`config.mk`:
```
export PLATFORM = sky130hd
export DESIGN_NAME = bus_arbiter
export DESIGN_NICKNAME = d
export VERILOG_FILES = /design/src/rtl/bus_pkg.sv /design/src/rtl/bus_arb_pick.sv /design/src/rtl/bus_arbiter.sv
export SDC_FILE = /design/constraint.sdc
export NUM_CORES = 1
export LEC_CHECK = 0
export ABC_CLOCK_PERIOD_IN_PS = 2600
export CAP_MARGIN = 20
export CORE_ASPECT_RATIO = 1.5
export CORE_MARGIN = 3
export CORE_UTILIZATION = 40
export CTS_CLUSTER_SIZE = 28
export DETAILED_ROUTE_END_ITERATION = 8
export MAX_ROUTING_LAYER = met4
export PLACE_DENSITY = 0.81
export RECOVER_POWER = 100
export SLEW_MARGIN = 20
export SYNTH_ARGS = -nofsm -noshare
export SYNTH_HDL_FRONTEND = slang
export SYNTH_SLANG_ARGS = --single-unit
```
`constraint.sdc`:
```
create_clock -name clk -period 2.6 [get_ports clk]
set_input_delay 0.26 -clock clk [delete_from_list [all_inputs] [get_ports clk]]
set_output_delay 0.26 -clock clk [all_outputs]
set_load 0.01 [all_outputs]
```
`src/rtl/bus_pkg.sv`:
```
// ----------------------------------------------------------------------------
// bus_pkg
// Purpose : shared types and constants for the QSPI port arbiter.
//   owner_t : which master owns the current transaction (I, D or U)
//   state_t : arbiter sequencer states
//   SZ_*    : access size encoding as {w, hw}
// ----------------------------------------------------------------------------
package bus_pkg;

    typedef enum logic [1:0] {
        OWN_I = 2'd0,
        OWN_D = 2'd1,
        OWN_U = 2'd2
    } owner_t;

    typedef enum logic [1:0] {
        ST_IDLE  = 2'd0,
        ST_START = 2'd1,
        ST_WAIT  = 2'd2,
        ST_RESP  = 2'd3
    } state_t;

    // Size encoding {w, hw}: byte when both are clear.
    localparam logic [1:0] SZ_B  = 2'b00;
    localparam logic [1:0] SZ_HW = 2'b01;
    localparam logic [1:0] SZ_W  = 2'b10;

endpackage

```
`src/rtl/bus_arb_pick.sv`:
```
// ----------------------------------------------------------------------------
// bus_arb_pick
// Purpose : combinational owner selection for the QSPI port.
//   U has strict priority; I and D share the port round-robin, the master
//   that did not own the last I/D transaction wins a tie. Within D and U a
//   write beats a read; the read simply stays pending.
// Ports:
//   i_i_req            I read request
//   i_d_rd / i_d_wr    D read / write request
//   i_u_rd / i_u_wr    U read / write request
//   i_rr_last          last I/D owner served
//   o_owner            selected owner
//   o_valid            some request is pending
//   o_we               selected transaction is a write
// ----------------------------------------------------------------------------
module bus_arb_pick
    import bus_pkg::*;
(
    input  logic   i_i_req,
    input  logic   i_d_rd,
    input  logic   i_d_wr,
    input  logic   i_u_rd,
    input  logic   i_u_wr,
    input  owner_t i_rr_last,
    output owner_t o_owner,
    output logic   o_valid,
    output logic   o_we
);

    logic w_d_any;
    logic w_u_any;

    assign w_d_any = i_d_rd | i_d_wr;
    assign w_u_any = i_u_rd | i_u_wr;

    // Priority / round-robin owner selection.
    always_comb begin
        o_owner = OWN_I;
        o_valid = 1'b0;
        o_we    = 1'b0;
        if (w_u_any) begin
            o_owner = OWN_U;
            o_valid = 1'b1;
            o_we    = i_u_wr;
        end else if (i_i_req && w_d_any) begin
            o_valid = 1'b1;
            if (i_rr_last == OWN_I) begin
                o_owner = OWN_D;
                o_we    = i_d_wr;
            end else begin
                o_owner = OWN_I;
                o_we    = 1'b0;
            end
        end else if (i_i_req) begin
            o_owner = OWN_I;
            o_valid = 1'b1;
            o_we    = 1'b0;
        end else if (w_d_any) begin
            o_owner = OWN_D;
            o_valid = 1'b1;
            o_we    = i_d_wr;
        end else begin
            o_owner = OWN_I;
            o_valid = 1'b0;
            o_we    = 1'b0;
        end
    end

endmodule

```
`src/rtl/bus_arbiter.sv`:
```
// ----------------------------------------------------------------------------
// bus_arbiter
// Purpose : sequences the single QSPI memory port among instruction fetch (I),
//   CPU load/store (D) and UART debug loader (U). One transaction at a time:
//   grant, latch command, one-cycle q_start, wait for q_done (or timeout),
//   one-cycle done/rdata/err back to the owner. All outputs are registered.
// Ports:
//   clk, rst_n                     clock, synchronous active-low reset
//   i_read_req/_w/_hw/_adr         I read request, size, address
//   d_read_req/d_write_req         D requests; d_w/d_hw size; d_adr, d_wdata
//   u_read_req/u_write_req         U requests (word); u_adr, u_wdata
//   i_done/d_done/u_done           one-cycle completion pulse per master
//   rdata, err                     read data / timeout flag, valid with done
//   q_start, q_we, q_w, q_hw       command to QSPI controller
//   q_adr, q_wdata                 address / write data to QSPI controller
//   q_done, q_rdata                completion and read data from QSPI
// ----------------------------------------------------------------------------
module bus_arbiter
    import bus_pkg::*;
#(
    parameter int TO_CYCLES = 4096,
    parameter int TO_W      = 12
) (
    input  logic        clk,
    input  logic        rst_n,
    input  logic        i_read_req,
    input  logic        i_read_w,
    input  logic        i_read_hw,
    input  logic [31:0] i_read_adr,
    input  logic        d_read_req,
    input  logic        d_write_req,
    input  logic        d_w,
    input  logic        d_hw,
    input  logic [31:0] d_adr,
    input  logic [31:0] d_wdata,
    input  logic        u_read_req,
    input  logic        u_write_req,
    input  logic [31:0] u_adr,
    input  logic [31:0] u_wdata,
    output logic        i_done,
    output logic        d_done,
    output logic        u_done,
    output logic [31:0] rdata,
    output logic        err,
    output logic        q_start,
    output logic        q_we,
    output logic        q_w,
    output logic        q_hw,
    output logic [31:0] q_adr,
    output logic [31:0] q_wdata,
    input  logic        q_done,
    input  logic [31:0] q_rdata
);

    state_t            r_state;
    owner_t            r_owner;
    owner_t            r_rr_last;
    logic [TO_W-1:0]   r_cnt;
    logic              r_i_done, r_d_done, r_u_done, r_err, r_q_start;
    logic              r_q_we, r_q_w, r_q_hw;
    logic [31:0]       r_rdata, r_q_adr, r_q_wdata;

    owner_t            w_pick_owner;
    logic              w_pick_valid;
    logic              w_pick_we;
    logic [1:0]        w_size;
    logic [31:0]       w_adr;
    logic [31:0]       w_wdata;

    bus_arb_pick u_pick (
        .i_i_req   (i_read_req),
        .i_d_rd    (d_read_req),
        .i_d_wr    (d_write_req),
        .i_u_rd    (u_read_req),
        .i_u_wr    (u_write_req),
        .i_rr_last (r_rr_last),
        .o_owner   (w_pick_owner),
        .o_valid   (w_pick_valid),
        .o_we      (w_pick_we)
    );

    // Command fields of the selected master; U is always a word access.
    always_comb begin
        w_size  = SZ_B;
        w_adr   = 32'd0;
        w_wdata = 32'd0;
        case (w_pick_owner)
            OWN_I: begin
                w_size  = {i_read_w, i_read_hw};
                w_adr   = i_read_adr;
                w_wdata = 32'd0;
            end
            OWN_D: begin
                w_size  = {d_w, d_hw};
                w_adr   = d_adr;
                w_wdata = w_pick_we ? d_wdata : 32'd0;
            end
            OWN_U: begin
                w_size  = SZ_W;
                w_adr   = u_adr;
                w_wdata = w_pick_we ? u_wdata : 32'd0;
            end
            default: begin
                w_size  = SZ_B;
                w_adr   = 32'd0;
                w_wdata = 32'd0;
            end
        endcase
    end

    // Transaction sequencer with latched command and registered responses.
    always_ff @(posedge clk) begin
        if (!rst_n) begin
            r_state   <= ST_IDLE;
            r_owner   <= OWN_I;
            r_rr_last <= OWN_D;
            r_cnt     <= '0;
            r_i_done  <= 1'b0;
            r_d_done  <= 1'b0;
            r_u_done  <= 1'b0;
            r_err     <= 1'b0;
            r_rdata   <= 32'd0;
            r_q_start <= 1'b0;
            r_q_we    <= 1'b0;
            r_q_w     <= 1'b0;
            r_q_hw    <= 1'b0;
            r_q_adr   <= 32'd0;
            r_q_wdata <= 32'd0;
        end else begin
            case (r_state)
                ST_IDLE: begin
                    if (w_pick_valid) begin
                        r_owner   <= w_pick_owner;
                        r_q_we    <= w_pick_we;
                        r_q_w     <= w_size[1];
                        r_q_hw    <= w_size[0];
                        r_q_adr   <= w_adr;
                        r_q_wdata <= w_wdata;
                        r_q_start <= 1'b1;
                        r_state   <= ST_START;
                    end
                end
                ST_START: begin
                    // Any q_done seen here belongs to nothing and is dropped.
                    r_q_start <= 1'b0;
                    r_cnt     <= '0;
                    r_state   <= ST_WAIT;
                end
                ST_WAIT: begin
                    if (q_done) begin
                        r_rdata  <= r_q_we ? 32'd0 : q_rdata;
                        r_err    <= 1'b0;
                        r_i_done <= (r_owner == OWN_I);
                        r_d_done <= (r_owner == OWN_D);
                        r_u_done <= (r_owner == OWN_U);
                        r_state  <= ST_RESP;
                    end else if (r_cnt == TO_W'(TO_CYCLES - 1)) begin
                        r_rdata  <= 32'd0;
                        r_err    <= 1'b1;
                        r_i_done <= (r_owner == OWN_I);
                        r_d_done <= (r_owner == OWN_D);
                        r_u_done <= (r_owner == OWN_U);
                        r_state  <= ST_RESP;
                    end else begin
                        r_cnt <= r_cnt + TO_W'(1);
                    end
                end
                ST_RESP: begin
                    r_i_done <= 1'b0;
                    r_d_done <= 1'b0;
                    r_u_done <= 1'b0;
                    r_err    <= 1'b0;
                    r_rdata  <= 32'd0;
                    // Round-robin history only tracks the I/D pair; U is absolute.
                    if (r_owner != OWN_U) begin
                        r_rr_last <= r_owner;
                    end
                    r_state <= ST_IDLE;
                end
                default: begin
                    r_state <= ST_IDLE;
                end
            endcase
        end
    end

    assign i_done  = r_i_done;
    assign d_done  = r_d_done;
    assign u_done  = r_u_done;
    assign rdata   = r_rdata;
    assign err     = r_err;
    assign q_start = r_q_start;
    assign q_we    = r_q_we;
    assign q_w     = r_q_w;
    assign q_hw    = r_q_hw;
    assign q_adr   = r_q_adr;
    assign q_wdata = r_q_wdata;

endmodule
```
# Word level (Yosys, flattened, before mapping)
# Cells that the tools add are included.
[word_totals]
register_bits = 122
in_bits = 204
out_inout_bits = 104
elab_cells = 89
[op_classes]
add_sub_neg = 1
n_eq_ne = 13
mux = 44
n_bitwise = 2
n_reduce_logical = 14
[ops]
columns = ["operator", "n"]
rows = [
  ["$mux W32", 5],
  ["$pmux W32 S2", 2],
  ["$pmux W32 S3", 1],
  ["$mux W12", 2],
  ["$pmux W12 S2", 1],
  ["$mux W1", 20],
  ["$add A12 B1 Y12 const B", 1],
  ["$eq A12 B12 Y1 const B", 1],
  ["$mux W2", 6],
  ["$pmux W1 S2", 5],
  ["$reduce_and A2 Y1", 5],
  ["$eq A2 B2 Y1 const B", 4],
  ["$logic_not A2 Y1", 4],
  ["$pmux W2 S4", 1],
  ["$eq A2 B1 Y1 const B", 3],
  ["$ne A2 B2 Y1 const B", 3],
  ["$pmux W2 S3", 1],
  ["$reduce_bool A2 Y1", 3],
  ["$ne A3 B3 Y1 const B", 1],
  ["$reduce_and A3 Y1", 1],
  ["$ne A2 B1 Y1 const B", 1],
  ["$or A1 B1 Y1", 2],
  ["$logic_and A1 B1 Y1", 1],
]

# Depth between registers and ports, before layout
# Gate-level depths: netlist of run 1.
[logic_depth]
word_depth = 7
depth_mapped = 8
depth_no_buf = 6

# Hierarchy
# From an unflattened synthesis of run 1, not the netlist that was laid out.
[unflattened]
hier_cells = 681
hier_area_um2 = 5555.3
[modules_own_cells]
columns = ["mod", "n_inst", "cells_each", "area_each_um2", "seq_area_each_um2"]
rows = [
  ["bus_arbiter", 1, 673, 5502.8, 2442.3],
  ["bus_arb_pick", 1, 8, 52.6, 0.0],
]

# Least setup slack after synthesis of run 1
# No wires, ideal clock.
[synth_path]
path_type = "register -> register"
start = "reg r_state[0]"
end = "reg r_cnt[7]"
arrival_ps = 1821
required_ps = 2530
path_slack_ps = 709
stages_incl_launch_ff = 8
path_cell_list = "dfxtp_1 -> inv_1 -> ha_1 -> and2b_2 -> buf_6 -> nand4_1 -> or4_2 -> a21oi_1"
[synth_between]
elab_chain_len = 3
elab_cells_between_ends = 7
[synth_rtl]
columns = ["element", "line_no", "rtl"]
rows = [
  ["from (decl)", "bus_arbiter.sv:55", "state_t r_state;"],
  ["from (signal assigned)", "bus_arbiter.sv:114", "r_state <= ST_IDLE;"],
  ["from (signal assigned)", "bus_arbiter.sv:140", "r_state <= ST_START;"],
  ["from (signal assigned)", "bus_arbiter.sv:147", "r_state <= ST_WAIT;"],
  ["$eq A2 B2 Y1 or $eq A2 B1 Y1 (tied branches)", "bus_arbiter.sv:130", "case (r_state)"],
  ["$ne A2 B2 Y1 (no source line) or $reduce_bool A2 Y1 (tied branches)", "n/a", ""],
  ["$reduce_and A3 Y1 (no source line)", "n/a", ""],
  ["to (signal assigned)", "bus_arbiter.sv:165", "r_cnt <= r_cnt + TO_W'(1);"],
  ["to (decl)", "bus_arbiter.sv:58", "logic [TO_W-1:0] r_cnt;"],
]
# Parallel ways exist; a longest one is shown, timed or not.
# A chain may end at the register's enable or synchronous reset.

# Worst setup path after layout of run 1
[layout_path]
start = "in u_write_req"
end = "reg r_q_wdata[8], in the netlist q_wdata[8]"
[layout_between]
elab_chain_len = 4
elab_cells_between_ends = 10
[layout_rtl]
columns = ["element", "line_no", "rtl"]
rows = [
  ["from (decl)", "bus_arbiter.sv:37", "input logic u_write_req,"],
  ["$or A1 B1 Y1", "bus_arb_pick.sv:34", "assign w_u_any = i_u_rd | i_u_wr;"],
  ["$mux W2 or $mux W1 (tied branches)", "bus_arb_pick.sv:41", "if (w_u_any) begin"],
  ["$eq A2 B2 Y1, or another cell as far along", "bus_arbiter.sv:87", "case (w_pick_owner)"],
  ["$pmux W32 S2", "bus_arbiter.sv:87", ""],
  ["to (signal assigned)", "bus_arbiter.sv:138", "r_q_wdata <= w_wdata;"],
  ["to (decl)", "bus_arbiter.sv:61", "logic [31:0] r_rdata, r_q_adr, r_q_wdata;"],
]
# Parallel ways exist; a longest one is shown, timed or not.

==> flow_summary.toml, run 1 <==
[power_and_ir_drop]
power.leakage_nw = 3.684
power_density_nw_per_um2 = 783.5
peakVddDrop_uv = 429.7

[sta]
holdWs_ns = 0.2196
setup-tns-final_ns = 0
worst_slack_ns = 0.3294
setup_viol = 0
tightest_slew_ns = 0.9816
fin_crit_sh = 0.8733
clock-skew-final_ns = 0.009870
rsz0062_at_grt = "no"
max_slew_margin = 0.3456
fmax_mhz = 440.4
hold_viol_final = 0
slew_violations = 0
fin_crit_ns = 2.271

[yosys]
synth_flop_cell = "dfxtp_1"
synthMuxAreaShare = 0.07141
synth_compound_area_frac = 0.2374
yosys_warnings = 0
async_flop_share = 0
synth-seq-area-share = 0.4149
yosysUniqueCellTypes = 55
syn_nets = 883
synth_enable_flop_cells = 0
ys_seq_elements = 122
syn_area_um2 = 5887
synth_top_family_by_area = "compound AO/OA/AOI/OAI gates"
synth_xor_area_frac = 0.001488
synth_cells = 673
synth_simple_gate_area_share = 0.2006
synth.avg_cell_area_um2 = 8.747
synthAdderAreaFrac = 0.01275

[global_route]
antenna_found_initial = 0
grt_usage = 0.2558
grt_pass1_wl_mm = 32.72
grt-ovfl-total = 0
grt_max_degree = 85
grt_pass1_vias = 6372

[floorplan]
fp.dieArea_um2 = 16240
rows = 53
dieHeight_um = 154.6
ios = 308
die_w_um = 105.1
core-area_um2 = 14190
start_util = 0.4148

[route]
via_per_inst = 5.421
drt_wl_total_mm = 20.66
ant_nets = 0
wl_per_cell_um = 17.87
drt_first_pass_iters = 4
vias = 6267
drtIter0Drc = 306
route.detailed.drc = 0

[min_path]
hold_depth = 3
hp-start = "rst_n"
min_to = "q_w$_SDFFE_PN0P_"
hold_path_class = "input port to flip-flop"

[clock_network]
cts_resized = 0
cts_buffers = 17
cts_root_buf = "clkbuf_16"
hold_buffers = 0
cts.sinks = 122
path_clk_slew_ns = 0.06
cts_setup_buffers = 0
cts_tree = "done"
clk_latency_ns = 0.41
clockBufferDepth = 2
h-tree-depth = 4

[job]
maxCapViolCount = 0

[setup_path]
r2r-end = "rdata[9]$_SDFFE_PN0P_"
reg2reg_from = "r_cnt[3]$_SDFFE_PN0P_"
reg2reg_slack_ns = 0.37
startpoint_type = "input port"
cp.arrival_ns = 2.60
rr_worst_depth = 5
required_ns = 2.93
cp_max_fo = 32
critPathKind = "input port to flip-flop"
cp-end-kind = "flip-flop"

[placed_design]
place_ws_ns = 0.2442
gp_congestion = 0.9360
port_buffers = 307
hpwl_mm = 14.99
dp_cells = 1124

[cells_and_area]
final_cell_mix = "clkdlybuf4s50_1, nand2_1, dfxtp_1"
antenna_cells = 0
area_delta_synth_final_pct = 62.85
fin_nets = 1161
register_area_um2 = 2442
final_common_cell = "clkdlybuf4s50_1"
multi_input_area_um2 = 3098
fin_cells = 1156
fillers = 1151
drive_gt1_frac = 0.05913

[status]
status = "completed"
state kept, by name, summed over array words and instances (netlist names):
signal	flops
d_done	1
r_rr_last	2
r_owner	2
i_done	1
r_state	2
r_cnt	12
rdata	32
u_done	1
q_start	1
q_w	1
q_adr	32
q_we	1
q_hw	1
q_wdata	32
err	1
routing by layer:
layer / vias up / share of wire / track usage
met5: - / 0 / -
met3: 32 / 0.054 / 0.04969
met4: 0 / 0.029 / 0.1051
met2: 267 / 0.52 / 0.4432
li1: 3022 / - / -
met1: 2946 / 0.40 / 0.2878
kinds of logic after synthesis:
| family | Yosys count |
|---|---|
| and+or+nand+nor | 259 |
| AOI/OAI and AO/OA | 175 |
| DFF | 122 |
| buffers and inverters | 68 |
| muxes | 42 |
| adders and majority gates | 6 |
| xor gates and xnor gates | 1 |
cell type report:
| class | instances | area share |
|---|---|---|
| Multi-Input combinational cell | 483 | 0.3232 |
| Sequential cell | 122 | 0.2548 |
| Clock inverter | 12 | 0.01214 |
| Timing Repair Buffer | 322 | 0.3353 |
| Inverter | 5 | 0.001958 |
| Clock buffer | 20 | 0.04764 |
| Tap cell | 192 | 0.02506 |
metrics by stage:
stage	area (um^2)	total power, W	utilization
after detailed placement	9065	0.005487	0.6388
after global routing	9587	0.007903	0.6755
after global placement	9065	0.005447	0.6388
after floorplan	5887	0.004048	-
final	9587	0.007511	0.6755
after CTS	9638	0.007772	0.6792
worst max path at each step:
stage | endpoint | slack (ns) | start | depth (start not counted)
finish | q_wdata[8]$_SDFFE_PN0P_ | 0.33 | u_write_req | 6
detailed placement | q_adr[7]$_SDFFE_PN0P_ | 0.24 | d_write_req | 5
CTS | r_cnt[7]$_SDFFE_PN0P_ | 0.40 | r_state[0]$_SDFFE_PN0P_ | 6
global route | q_wdata[5]$_SDFFE_PN0P_ | 0.16 | u_write_req | 6
floorplan | r_cnt[7]$_SDFFE_PN0P_ | 0.71 | r_state[0]$_SDFFE_PN0P_ | 7
global placement | q_adr[17]$_SDFFE_PN0P_ | 0.29 | i_read_req | 5
power by group:
group	internal, W	total (W)	leakage, nW	switching (W)
Combinational	0.00137	0.00275	2.41	0.00137
Clock	0.00138	0.00227	0.277	0.000888
Sequential	0.00228	0.00250	0.997	0.000217
Total	0.00503	0.00751	3.68	0.00248
worst max-delay path: stages:
cell,delay [ns]
dlygate4sd3_1,0.60
or2_2,0.35
o41ai_2,0.58
and2_0,0.23
clkbuf_4,0.39
o2bb2ai_1,0.16
Yosys cell counts (2+ instances only):
master            n  area (um^2)
a21boi_0          2        15.01
a21oi_1           8        40.04
a22o_1           13        113.9
a2bb2oi_1        32        280.3
and2_1            2        12.51
buf_1             4        15.01
buf_12            3        60.06
buf_2             8        40.04
buf_4             3        22.52
buf_6             2        22.52
clkbuf_1         40        150.1
dfxtp_1         122         2442
dlymetal6s2s_1    2        25.02
ha_1              6        75.07
inv_1             5        18.77
mux2i_1          42        420.4
nand2_1         142        533.0
nand2b_1          5        31.28
nand3_1          29        145.1
nand4_1           3        18.77
nor2_1           13        48.80
nor2b_1           3        18.77
nor3_1           42        210.2
nor4_1            2        12.51
o211ai_1         32        240.2
o21a_1           15        112.6
o21ai_0           6        30.03
o2bb2ai_1        32        280.3
o311ai_0          2        17.52
o31ai_1          25        187.7
or3_1             2        12.51
or4_1             3        22.52
(Power assumes the default switching activity.)
==> inputs of run 2 (changes only) <==
--- a/config.mk
+++ b/config.mk
@@ -8,7 +8,6 @@
 export ABC_CLOCK_PERIOD_IN_PS = 2600
 export CAP_MARGIN = 20
 export CORE_ASPECT_RATIO = 1.5
-export CORE_MARGIN = 3
 export CORE_UTILIZATION = 40
 export CTS_CLUSTER_SIZE = 28
 export DETAILED_ROUTE_END_ITERATION = 8
==> run 2 against run 1 <==
Routed wire length decreased by 3.7%. Hold slack improved by 0.099 ns. Sequential share of layout area decreased by 0.27 points. Highest routed layer unchanged. Largest power group unchanged.
==> flow_summary.toml, run 2 (synthesized netlist as in run 1, its figures left out) <==
[sta]
rsz0062_at_grt = "no"
setup-tns-final_ns = 0
setup_viol = 0
holdWs_ns = 0.3184
fin_crit_ns = 2.351
slew_violations = 0
hold_viol_final = 0
tightest_slew_ns = 1.148
clock-skew-final_ns = 0.009687
max_slew_margin = 0.2346
fmax_mhz = 425.3
fin_crit_sh = 0.9043

[power_and_ir_drop]
power_w = 0.007874
power_density_nw_per_um2 = 812.6
power.leakage_nw = 3.741
peakVddDrop_uv = 393.3

[setup_path]
crit_chain = "dlygate4sd3_1 > or2_2 > o41ai_1 > and2_0 > clkbuf_4 > o2bb2ai_1"
max_stage_delay_ns = 0.67
critPathKind = "input port to flip-flop"
cp_max_fo = 32
cp.arrival_ns = 2.68
startpoint_type = "input port"
cp-end-kind = "flip-flop"
required_ns = 2.93
slowest_stage = "o41ai_1"

[cells_and_area]
area_delta_synth_final_pct = 64.59
final_cell_mix = "clkdlybuf4s50_1, nand2_1, dfxtp_1"
antenna_cells = 0
final_common_cell = "clkdlybuf4s50_1"
fin_cells = 1158
fin_util = 0.6828
drive_gt1_frac = 0.05797
fin_nets = 1163

[floorplan]
dieHeight_um = 150.6
fp.dieArea_um2 = 15220
core-area_um2 = 14190
ios = 308
rows = 53
die_w_um = 101.1
start_util = 0.4148

[clock_network]
clk_latency_ns = 0.41
cts_setup_buffers = 0
cts_buffers = 17
cts.sinks = 122
h-tree-depth = 4
hold_buffers = 0
cts_resized = 0
cts_tree = "done"
path_clk_slew_ns = 0.06
clockBufferDepth = 2
cts_root_buf = "clkbuf_16"

[route]
vias = 6253
via_per_inst = 5.400
ant_nets = 0
drtIter0Drc = 209
drt_first_pass_iters = 6
route.detailed.drc = 0
wl_per_cell_um = 17.17
drt_wl_total_mm = 19.88

[global_route]
antenna_found_initial = 0
grt_pass1_vias = 6110
grt_max_degree = 85
grt_pass1_wl_mm = 30.39
grt_usage = 0.2673
grt-ovfl-total = 0

[status]
status = "completed"

[min_path]
hold_path_class = "input port to flip-flop"

[placed_design]
gp_congestion = 0.8467
dp_cells = 1126
port_buffers = 307
hpwl_mm = 14.24

[job]
maxCapViolCount = 0
-- run 2: changes by cell type in the layout (fill, tap and decap cells not counted), sizes merged --
cell           delta
buf               +2
bufinv            +4
clkbuf            +2
clkdlybuf4s50     +1
clkinv            -4
dlygate4sd3       -1
inv               -2
-- run 2: area by class of cell --
type | instances | area, um^2
inverter | 5 | 18.77
fill | 1185 | 4502
multi-input combinational | 483 | 3088
clock inverter | 10 | 187.7
sequential | 122 | 2442
clock buffer | 22 | 474.2
timing repair buffer | 324 | 3238
tap | 192 | 240.2
-- run 2: worst paths after layout --
| kind | startpoint | to | slack [ns] | cells past startpoint |
|---|---|---|---|---|
| setup / recovery | u_write_req | q_wdata[29]$_SDFFE_PN0P_ | 0.25 | 6 |
| setup reg to reg | r_cnt[0]$_SDFFE_PN0P_ | rdata[7]$_SDFFE_PN0P_ | 0.41 | 6 |
| hold reg to reg | rdata[0]$_SDFFE_PN0P_ | rdata[0]$_SDFFE_PN0P_ | 0.45 | 2 |
| hold / removal | rst_n | q_start$_SDFFE_PN0P_ | 0.32 | 2 |
-- run 2: routing by layer --
metal / track usage / wire, um
met1: 0.2848 / 7756
met2: 0.4544 / 9928
met3: 0.06592 / 1373
met4: 0.1391 / 826
met5: - / 0
-- run 2: worst max-delay path, delay by kind of cell --
kind	cells	cell delay [ns]
compound gates	2	0.84
buf+inv	2	0.99
simple gates	2	0.58
-- run 2: through the flow --
stage | instance area [um^2] | setup WS (ns)
after floorplan | 5887 | 0.7087
after CTS | 9754 | 0.4707
after detailed placement | 9092 | 0.2309
after global placement | 9092 | 0.2915
final | 9689 | 0.2488
after global routing | 9689 | 0.1560
-- run 2: power by group --
group / internal, W / switching, W
registers: 0.00228 / 0.000220
logic: 0.00137 / 0.00137
clock network: 0.00178 / 0.000850
==> inputs of run 3 (changes only) <==
--- a/config.mk
+++ b/config.mk
@@ -9,7 +9,7 @@
 export CAP_MARGIN = 20
 export CORE_ASPECT_RATIO = 1.5
 export CORE_UTILIZATION = 40
-export CTS_CLUSTER_SIZE = 28
+export CTS_CLUSTER_SIZE = 40
 export DETAILED_ROUTE_END_ITERATION = 8
 export MAX_ROUTING_LAYER = met4
 export PLACE_DENSITY = 0.81
==> results of run 3 <==
Same layout as run 2: the final DEF is identical, and so are final timing and power.
